===== src/rtl/operand_fetch_if.sv =====
// operand_fetch_pkg / operand_fetch_if
// The package holds the decoded-instruction types that the decoder, the
// operand fetch stage and the execution units share.
// The interface groups every signal of the operand fetch stage except
// clk/reset.
//   master : decoder / writeback / execute side (drives the *_in, flush, wb_*)
//   slave  : operand_fetch (drives stall_out and the issued bundle)
// Handshake: the decoder offers a bundle with valid_in. The bundle is taken
// on a rising edge where valid_in=1, stall_out=0 and flush=0. While
// stall_out=1 the decoder must hold the bundle unchanged. valid_out has no
// back-pressure: an issued bundle is valid for exactly one cycle.
package operand_fetch_pkg;
  typedef enum logic [2:0] {FMT_R, FMT_I, FMT_S, FMT_B, FMT_U, FMT_J} fmts;
  typedef enum logic [3:0] {
    OP_ADD, OP_SUB, OP_ADDI, OP_LW, OP_SW, OP_BEQ, OP_LUI, OP_AUIPC, OP_JAL
  } instruction_type;
  typedef enum logic [1:0] {XU_ALU, XU_LSU, XU_BRU} xu;
  localparam logic [6:0] OPC_AUIPC = 7'b0010111;
endpackage

interface operand_fetch_if #(
  parameter int XLEN  = 32,
  parameter int TAG_W = 4
);
  // decoder bundle
  logic                              valid_in;
  logic [4:0]                        regA;
  logic [4:0]                        regB;
  logic [4:0]                        regD;
  logic [XLEN-1:0]                   NPC_in;
  operand_fetch_pkg::fmts            fmt_in;
  logic [31:0]                       instruction_in;
  operand_fetch_pkg::instruction_type i_in;
  operand_fetch_pkg::xu              xu_sel_in;
  logic [TAG_W-1:0]                  tag_in;
  logic                              flush;
  // writeback port
  logic                              wb_we;
  logic [4:0]                        wb_addr;
  logic [XLEN-1:0]                   wb_data;
  // stage outputs
  logic                              stall_out;
  logic                              valid_out;
  logic [XLEN-1:0]                   opA;
  logic [XLEN-1:0]                   opB;
  logic [XLEN-1:0]                   imm_out;
  logic [4:0]                        regD_out;
  logic [XLEN-1:0]                   NPC_out;
  operand_fetch_pkg::instruction_type i_out;
  operand_fetch_pkg::xu              xu_sel_out;
  logic [TAG_W-1:0]                  tag_out;

  modport master (
    output valid_in, regA, regB, regD, NPC_in, fmt_in, instruction_in, i_in,
           xu_sel_in, tag_in, flush, wb_we, wb_addr, wb_data,
    input  stall_out, valid_out, opA, opB, imm_out, regD_out, NPC_out, i_out,
           xu_sel_out, tag_out
  );

  modport slave (
    input  valid_in, regA, regB, regD, NPC_in, fmt_in, instruction_in, i_in,
           xu_sel_in, tag_in, flush, wb_we, wb_addr, wb_data,
    output stall_out, valid_out, opA, opB, imm_out, regD_out, NPC_out, i_out,
           xu_sel_out, tag_out
  );
endinterface


===== src/rtl/operand_fetch.sv =====
// operand_fetch
// Stage between the decoder and the execution units. Holds the 32xXLEN
// integer register file and a one-bit-per-register busy scoreboard, reads
// rs1/rs2 (with same-cycle writeback bypass), builds the sign-extended
// immediate, selects opA/opB, and either issues one registered bundle per
// cycle or stalls the decoder on a RAW/WAW hazard.
// Ports:
//   clk    clock
//   reset  asynchronous, active-low; clears regfile, scoreboard, outputs
//   bus    operand_fetch_if.slave (decoder bundle, flush, writeback, issue)
module operand_fetch
  import operand_fetch_pkg::*;
#(
  parameter int XLEN  = 32,
  parameter int TAG_W = 4
) (
  input logic           clk,
  input logic           reset,
  operand_fetch_if.slave bus
);

  logic [XLEN-1:0] rf [32];
  logic [31:0]     lock;
  logic [31:0]     lock_n;
  logic [31:0]     wb_clr;
  logic [31:0]     lock_eff;

  logic            wb_hit;
  logic [XLEN-1:0] rs1_data, rs2_data;
  logic            use_rs1, use_rs2, wr_rd;
  logic            hazard, issue;
  logic [31:0]     imm32;
  logic [XLEN-1:0] imm, op_a, op_b, pc_cur;
  logic [31:0]     inst;

  assign inst   = bus.instruction_in;
  assign wb_hit = bus.wb_we && (bus.wb_addr != 5'd0);
  assign wb_clr = wb_hit ? (32'd1 << bus.wb_addr) : 32'd0;
  // A register being written back this cycle no longer blocks anyone.
  assign lock_eff = lock & ~wb_clr;

  // Register read with writeback bypass; x0 is hardwired to zero.
  function automatic logic [XLEN-1:0] rd_reg(input logic [4:0] a);
    if (a == 5'd0)                   return '0;
    else if (wb_hit && a == bus.wb_addr) return bus.wb_data;
    else                             return rf[a];
  endfunction

  always_comb begin
    rs1_data = rd_reg(bus.regA);
    rs2_data = rd_reg(bus.regB);
  end

  always_comb begin
    use_rs1 = 1'b0;
    use_rs2 = 1'b0;
    wr_rd   = 1'b0;
    case (bus.fmt_in)
      FMT_R:   begin use_rs1 = 1'b1; use_rs2 = 1'b1; wr_rd = 1'b1; end
      FMT_I:   begin use_rs1 = 1'b1; wr_rd = 1'b1; end
      FMT_S,
      FMT_B:   begin use_rs1 = 1'b1; use_rs2 = 1'b1; end
      FMT_U,
      FMT_J:   wr_rd = 1'b1;
      default: ;
    endcase
    // x0 is never locked, so writing it cannot create a WAW hazard.
    if (bus.regD == 5'd0) wr_rd = 1'b0;
  end

  assign hazard = (use_rs1 && lock_eff[bus.regA]) ||
                  (use_rs2 && lock_eff[bus.regB]) ||
                  (wr_rd   && lock_eff[bus.regD]);
  assign bus.stall_out = bus.valid_in && !bus.flush && hazard;
  assign issue         = bus.valid_in && !bus.flush && !hazard;

  always_comb begin
    imm32 = 32'd0;
    case (bus.fmt_in)
      FMT_I:   imm32 = {{20{inst[31]}}, inst[31:20]};
      FMT_S:   imm32 = {{20{inst[31]}}, inst[31:25], inst[11:7]};
      FMT_B:   imm32 = {{19{inst[31]}}, inst[31], inst[7], inst[30:25],
                        inst[11:8], 1'b0};
      FMT_U:   imm32 = {inst[31:12], 12'd0};
      FMT_J:   imm32 = {{11{inst[31]}}, inst[31], inst[19:12], inst[20],
                        inst[30:21], 1'b0};
      default: imm32 = 32'd0;
    endcase
    imm = XLEN'($signed(imm32));
  end

  // The decoder supplies PC+4; the instruction's own PC is one word back.
  assign pc_cur = bus.NPC_in - XLEN'(4);

  always_comb begin
    op_a = rs1_data;
    op_b = imm;
    case (bus.fmt_in)
      FMT_R, FMT_S, FMT_B: op_b = rs2_data;
      FMT_J:               op_a = pc_cur;
      FMT_U:               op_a = (inst[6:0] == OPC_AUIPC) ? pc_cur : '0;
      default:             ;
    endcase
  end

  // Clear from writeback first, then set from issue, so a same-cycle set wins.
  always_comb begin
    lock_n = lock & ~wb_clr;
    if (issue && wr_rd) lock_n[bus.regD] = 1'b1;
    lock_n[0] = 1'b0;
  end

  always_ff @(posedge clk or negedge reset) begin
    if (!reset) begin
      for (int r = 0; r < 32; r++) rf[r] <= '0;
      lock           <= '0;
      bus.valid_out  <= 1'b0;
      bus.opA        <= '0;
      bus.opB        <= '0;
      bus.imm_out    <= '0;
      bus.regD_out   <= '0;
      bus.NPC_out    <= '0;
      bus.i_out      <= OP_ADD;
      bus.xu_sel_out <= XU_ALU;
      bus.tag_out    <= '0;
    end else begin
      if (wb_hit) rf[bus.wb_addr] <= bus.wb_data;
      lock          <= lock_n;
      bus.valid_out <= issue;
      if (issue) begin
        bus.opA        <= op_a;
        bus.opB        <= op_b;
        bus.imm_out    <= imm;
        bus.regD_out   <= bus.regD;
        bus.NPC_out    <= bus.NPC_in;
        bus.i_out      <= bus.i_in;
        bus.xu_sel_out <= bus.xu_sel_in;
        bus.tag_out    <= bus.tag_in;
      end
    end
  end

endmodule

===== src/flat_wrapper.sv =====
// flat-port wrapper written by rule: the top's interface ports become plain ports
module operand_fetch_flat import operand_fetch_pkg::*;
#(
  parameter int XLEN  = 32,
  parameter int TAG_W = 4
)
  (clk, reset, bus_valid_in, bus_regA, bus_regB, bus_regD, bus_NPC_in, bus_fmt_in, bus_instruction_in, bus_i_in, bus_xu_sel_in, bus_tag_in, bus_flush, bus_wb_we, bus_wb_addr, bus_wb_data, bus_stall_out, bus_valid_out, bus_opA, bus_opB, bus_imm_out, bus_regD_out, bus_NPC_out, bus_i_out, bus_xu_sel_out, bus_tag_out);
  operand_fetch_if #(.XLEN(XLEN), .TAG_W(TAG_W)) bus_i ();
  input logic clk;
  input logic reset;
  input wire logic [$bits(bus_i.valid_in)-1:0] bus_valid_in;
  input wire logic [$bits(bus_i.regA)-1:0] bus_regA;
  input wire logic [$bits(bus_i.regB)-1:0] bus_regB;
  input wire logic [$bits(bus_i.regD)-1:0] bus_regD;
  input wire logic [$bits(bus_i.NPC_in)-1:0] bus_NPC_in;
  input wire logic [$bits(bus_i.fmt_in)-1:0] bus_fmt_in;
  input wire logic [$bits(bus_i.instruction_in)-1:0] bus_instruction_in;
  input wire logic [$bits(bus_i.i_in)-1:0] bus_i_in;
  input wire logic [$bits(bus_i.xu_sel_in)-1:0] bus_xu_sel_in;
  input wire logic [$bits(bus_i.tag_in)-1:0] bus_tag_in;
  input wire logic [$bits(bus_i.flush)-1:0] bus_flush;
  input wire logic [$bits(bus_i.wb_we)-1:0] bus_wb_we;
  input wire logic [$bits(bus_i.wb_addr)-1:0] bus_wb_addr;
  input wire logic [$bits(bus_i.wb_data)-1:0] bus_wb_data;
  output wire logic [$bits(bus_i.stall_out)-1:0] bus_stall_out;
  output wire logic [$bits(bus_i.valid_out)-1:0] bus_valid_out;
  output wire logic [$bits(bus_i.opA)-1:0] bus_opA;
  output wire logic [$bits(bus_i.opB)-1:0] bus_opB;
  output wire logic [$bits(bus_i.imm_out)-1:0] bus_imm_out;
  output wire logic [$bits(bus_i.regD_out)-1:0] bus_regD_out;
  output wire logic [$bits(bus_i.NPC_out)-1:0] bus_NPC_out;
  output wire logic [$bits(bus_i.i_out)-1:0] bus_i_out;
  output wire logic [$bits(bus_i.xu_sel_out)-1:0] bus_xu_sel_out;
  output wire logic [$bits(bus_i.tag_out)-1:0] bus_tag_out;
  assign bus_i.valid_in = bus_valid_in;
  assign bus_i.regA = bus_regA;
  assign bus_i.regB = bus_regB;
  assign bus_i.regD = bus_regD;
  assign bus_i.NPC_in = bus_NPC_in;
  assign bus_i.fmt_in = bus_fmt_in;
  assign bus_i.instruction_in = bus_instruction_in;
  assign bus_i.i_in = bus_i_in;
  assign bus_i.xu_sel_in = bus_xu_sel_in;
  assign bus_i.tag_in = bus_tag_in;
  assign bus_i.flush = bus_flush;
  assign bus_i.wb_we = bus_wb_we;
  assign bus_i.wb_addr = bus_wb_addr;
  assign bus_i.wb_data = bus_wb_data;
  assign bus_stall_out = bus_i.stall_out;
  assign bus_valid_out = bus_i.valid_out;
  assign bus_opA = bus_i.opA;
  assign bus_opB = bus_i.opB;
  assign bus_imm_out = bus_i.imm_out;
  assign bus_regD_out = bus_i.regD_out;
  assign bus_NPC_out = bus_i.NPC_out;
  assign bus_i_out = bus_i.i_out;
  assign bus_xu_sel_out = bus_i.xu_sel_out;
  assign bus_tag_out = bus_i.tag_out;
  operand_fetch #(.XLEN(XLEN), .TAG_W(TAG_W)) u_core (.clk(clk), .reset(reset), .bus(bus_i));
endmodule

===== config.mk =====
export PLATFORM = sky130hd
export DESIGN_NAME = operand_fetch_flat
export DESIGN_NICKNAME = d
export VERILOG_FILES = /design/src/rtl/operand_fetch_if.sv /design/src/rtl/operand_fetch.sv /design/src/flat_wrapper.sv
export SDC_FILE = /design/constraint.sdc
export NUM_CORES = 2
export LEC_CHECK = 0
export ABC_AREA = 0
export BUFFER_PORTS_ARGS = -buffer_cell sky130_fd_sc_hd__buf_4
export CAP_MARGIN = 10
export CORE_ASPECT_RATIO = 0.9
export CORE_MARGIN = 5
export CORE_UTILIZATION = 56
export CTS_CLUSTER_DIAMETER = 30
export DETAILED_ROUTE_END_ITERATION = 7
export PLACE_DENSITY_LB_ADDON = 0.25
export SLEW_MARGIN = 20
export SYNTH_ARGS = -nofsm -noshare
export SYNTH_HDL_FRONTEND = slang
export SYNTH_SLANG_ARGS = --single-unit

===== constraint.sdc =====
create_clock -name clk -period 5.87 [get_ports clk]
set_input_delay 1.174 -clock clk [delete_from_list [all_inputs] [get_ports clk]]
set_output_delay 1.174 -clock clk [all_outputs]
set_load 0.01 [all_outputs]

==> results by group <==
STA
  • Slew margin rel.: 17.1%
  • Worst-Margin Slew: 1.24 ns
  • Clock Skews: 0.0588 ns
  • Tmin final: 4.94 ns
  • Period utilization: 84.1%
  • Final setup fails: 0
  • RSZ-0062 raised after global routing: false
  • Fin. max-slew vios: 0
  • Endpoints failing hold: 0
  • Setup_tns: 0 ns
  • Achievable Freq: 203 MHz
  • Smallest setup slack after layout: 0.934 ns

Synth
  • Average instance area after synthesis: 13.7 um^2
  • Seq cells post-synth: 1199
  • Synth cell types: 65
  • Mapped cell area: 64100 um^2
  • Syn_nets: 4808
  • Asr flop ratio synth: 100%
  • Post-synth EDFFs: 0
  • Most common cell in the synthesized netlist: dfrtp_1
  • Instance count of the mapped netlist: 4673
  • Synth warn: 0
  • Most used DFF post-synth: dfrtp_1
  • Yosys top cell area share: 46.8%
  • Synth top cells by count: 1199 x dfrtp_1, 1117 x mux2_2, 460 x mux4_2
  • Sequential area share after synthesis: 46.8%
  • Top post-synthesis cells by area: dfrtp_1 47%, mux2_2 20%, mux4_2 16%
  • Area leader, netlist: dfrtp_1

Hold path
  • Worst min path class: primary input to async pin

Floorplanning
  • Core area: 113000 um^2
  • Die area: 121000 um^2
  • IO Pins: 279
  • Chip width: 367 um
  • Chip Height: 331 um
  • Initial Utilization: 56.5%
  • Std cell rows: 117

Place
  • Worst Setup Slack post-DPL: 1.07 ns
  • Port-buffer cells: 278
  • Final RePlAce weighted congestion: 0.940
  • DP Wirelength: 122000 um
  • Area after DPL: 67600 um^2

GRT
  • Initial antenna violation count: 11
  • GRT overflow: 0
  • Vias in the first global route: 47400
  • Largest net degree at the start of global routing: 164
  • GRT Total Usage: 35.0%
  • First-pass GRT wire length: 316000 um

Clock tree
  • Clock root cell: clkbuf_16
  • CTS HTree Levels: 5
  • Hold-fix buffers at CTS: 0
  • Clock Tree Buf Depth: 4
  • Cts repair resizes: 0
  • Setup Fix Bufs, Post-CTS: 0
  • TritonCTS clock tree: done
  • Clock-pin slew on the worst setup and hold paths: 0.04 ns
  • # clock sinks: 1199
  • Worst-skew pair later-pin latency: 0.86 ns
  • CTS Buf Count: 279

Status
  • Outcome: complete, no violations

Worst setup path
  • CP max stage delay: 0.65 ns
  • CP cell instances: buf_4, nand4b_1, o21ai_0, o2111ai_1, a41oi_1, a21oi_1, a32oi_1, a21oi_1, buf_4
  • Reg-to-Reg End: u_core.bus.i_out[3]$_DFFE_PN0P_
  • R2R setup slack: 2.87 ns
  • CP required: 4.70 ns
  • R2R Path Start: u_core.lock[24]$_DFF_PN0_
  • CP max FO: 16
  • Crit path capture type: primary output
  • Worst Setup SP: bus_wb_addr[1]
  • Reg2Reg Depth: 9
  • Startpoint Class: primary input
  • CP Class: primary input to primary output
  • CP max-delay cell: o21ai_0
  • Worst EP arrival: 3.76 ns

Pwr
  • Clk pwr share: 48.4%
  • Sequential share of power: 34.3%
  • Switching pwr: 8590 uW
  • Internal cell power: 24000 uW
  • Largest vdd supply drop: 258 uV
  • Lkg Pwr: 0.0341 uW
  • Sw Share: 26.4%
  • Logic pwr share: 17.3%
  • PwrDens: 422 nW/um^2

Route
  • Via count: 46000
  • Via density per instance: 7.03
  • Avg WL per Cell: 32.6 um
  • Post-route ant nets: 0
  • Drc violations: 0
  • Post-Route WL: 213000 um
  • Starting DRT DRC Count: 5564
  • First-pass iteration count of the detailed router: 6

Layout
  • Layout area overhead: 20.5%
  • Post-Layout Inst Area: 77200 um^2
  • Layout cells sized above 1: 49.2%
  • Fill count: 7593
  • # nets final: 4993
  • Final Util: 68.1%

Job
  • Max-cap violations: 0
==> how the worst max path moves through the flow <==
| stage | end | slack, ns |
|---|---|---|
| 6_report | bus_stall_out | 0.93 |
| 5_1_grt | bus_stall_out | 0.80 |
| 3_3_place_gp | bus_stall_out | 1.04 |
| 3_5_place_dp | bus_stall_out | 1.07 |
| 2_1_floorplan | bus_stall_out | 1.85 |
| 4_1_cts | bus_stall_out | 1.02 |
==> cells by family after synthesis <==
group                    after synthesis  share of synthesized area, %
flip-flops                          1199                          46.8
buffers and inverters                534                          3.24
XOR/XNOR                              40                         0.547
AO/OA/AOI/OAI                        578                          5.72
multiplexers                        1859                          40.2
adder cells (fa/ha/maj)                1                        0.0195
AND/OR/NAND/NOR                      462                          3.39
==> power groups by stage <==
stage | logic [uW] | registers [uW] | clock network (uW)
floorplan | 3650 | 10900 | 0
global placement | 5410 | 11000 | 0
detailed placement | 5540 | 11200 | 0
CTS | 5600 | 11100 | 15900
global route | 6010 | 11300 | 16300
finish | 5640 | 11200 | 15800
==> placed cells by master (no fill, tap or decap), types with 11 or more instances in the layout <==
cell type,count
inv_1,38
nand4_1,13
clkbuf_8,31
nand3_1,59
nor3_1,17
a211oi_1,11
clkinvlp_4,32
nor2_4,21
nand2_1,232
xnor2_1,27
o221ai_1,27
a22oi_1,77
o22ai_1,25
clkinv_4,16
clkbuf_1,29
clkbuf_16,283
dfrtp_1,1199
a221oi_1,52
nor2_1,36
bufinv_16,39
mux4_2,460
a21oi_1,107
clkinv_2,37
buf_12,31
buf_4,361
mux2_2,1117
mux2i_1,269
o31ai_1,33
o211ai_1,12
o21ai_0,197
xor2_1,13
mux2_1,13
inv_6,13
==> critical path: cells and delay by family <==
family	cells	cell delay, ns
AOI/OAI and AO/OA	6	1.74
buffers and inverters	2	0.38
and+or+nand+nor	1	0.48
==> layer usage <==
layer	GRT usage [%]	share of wire, %
met2	53.7	45
met5	0	0.0061
met4	16.9	5.3
met3	10.9	11
met1	46.0	38
==> layout make-up <==
cell class / count / area (um^2) / area share, %
clock buffers: 343 / 7620 / 9.87
flip-flops and latches: 1199 / 30000 / 38.9
multi-input cells: 2940 / 32200 / 41.7
well taps: 1487 / 1860 / 2.41
inverters: 41 / 154 / 0.199
diodes: 2 / 5.00 / 0.00648
clock inverters: 143 / 1950 / 2.52
repair buffers: 397 / 3400 / 4.40
==> per-stage QoR <==
stage	power (uW)	cells	hold WS, ns
global placement	16500	6064	0.381
detailed placement	16700	6064	0.387
floorplan	14600	4673	0.445
finish	32600	6552	0.293
global route	33600	6551	0.319
CTS	32500	6550	0.296
==> flip-flops by register name (all words and copies together) (netlist names), 2 cells and up <==
| name | count |
|---|---|
| u_core.rf | 1024 |
| u_core.bus.NPC_out | 32 |
| u_core.bus.tag_out | 4 |
| u_core.bus.i_out | 4 |
| u_core.bus.imm_out | 32 |
| u_core.bus.xu_sel_out | 2 |
| u_core.bus.opB | 32 |
| u_core.lock | 31 |
| u_core.bus.opA | 32 |
| u_core.bus.regD_out | 5 |
(Power assumes the default switching activity.)
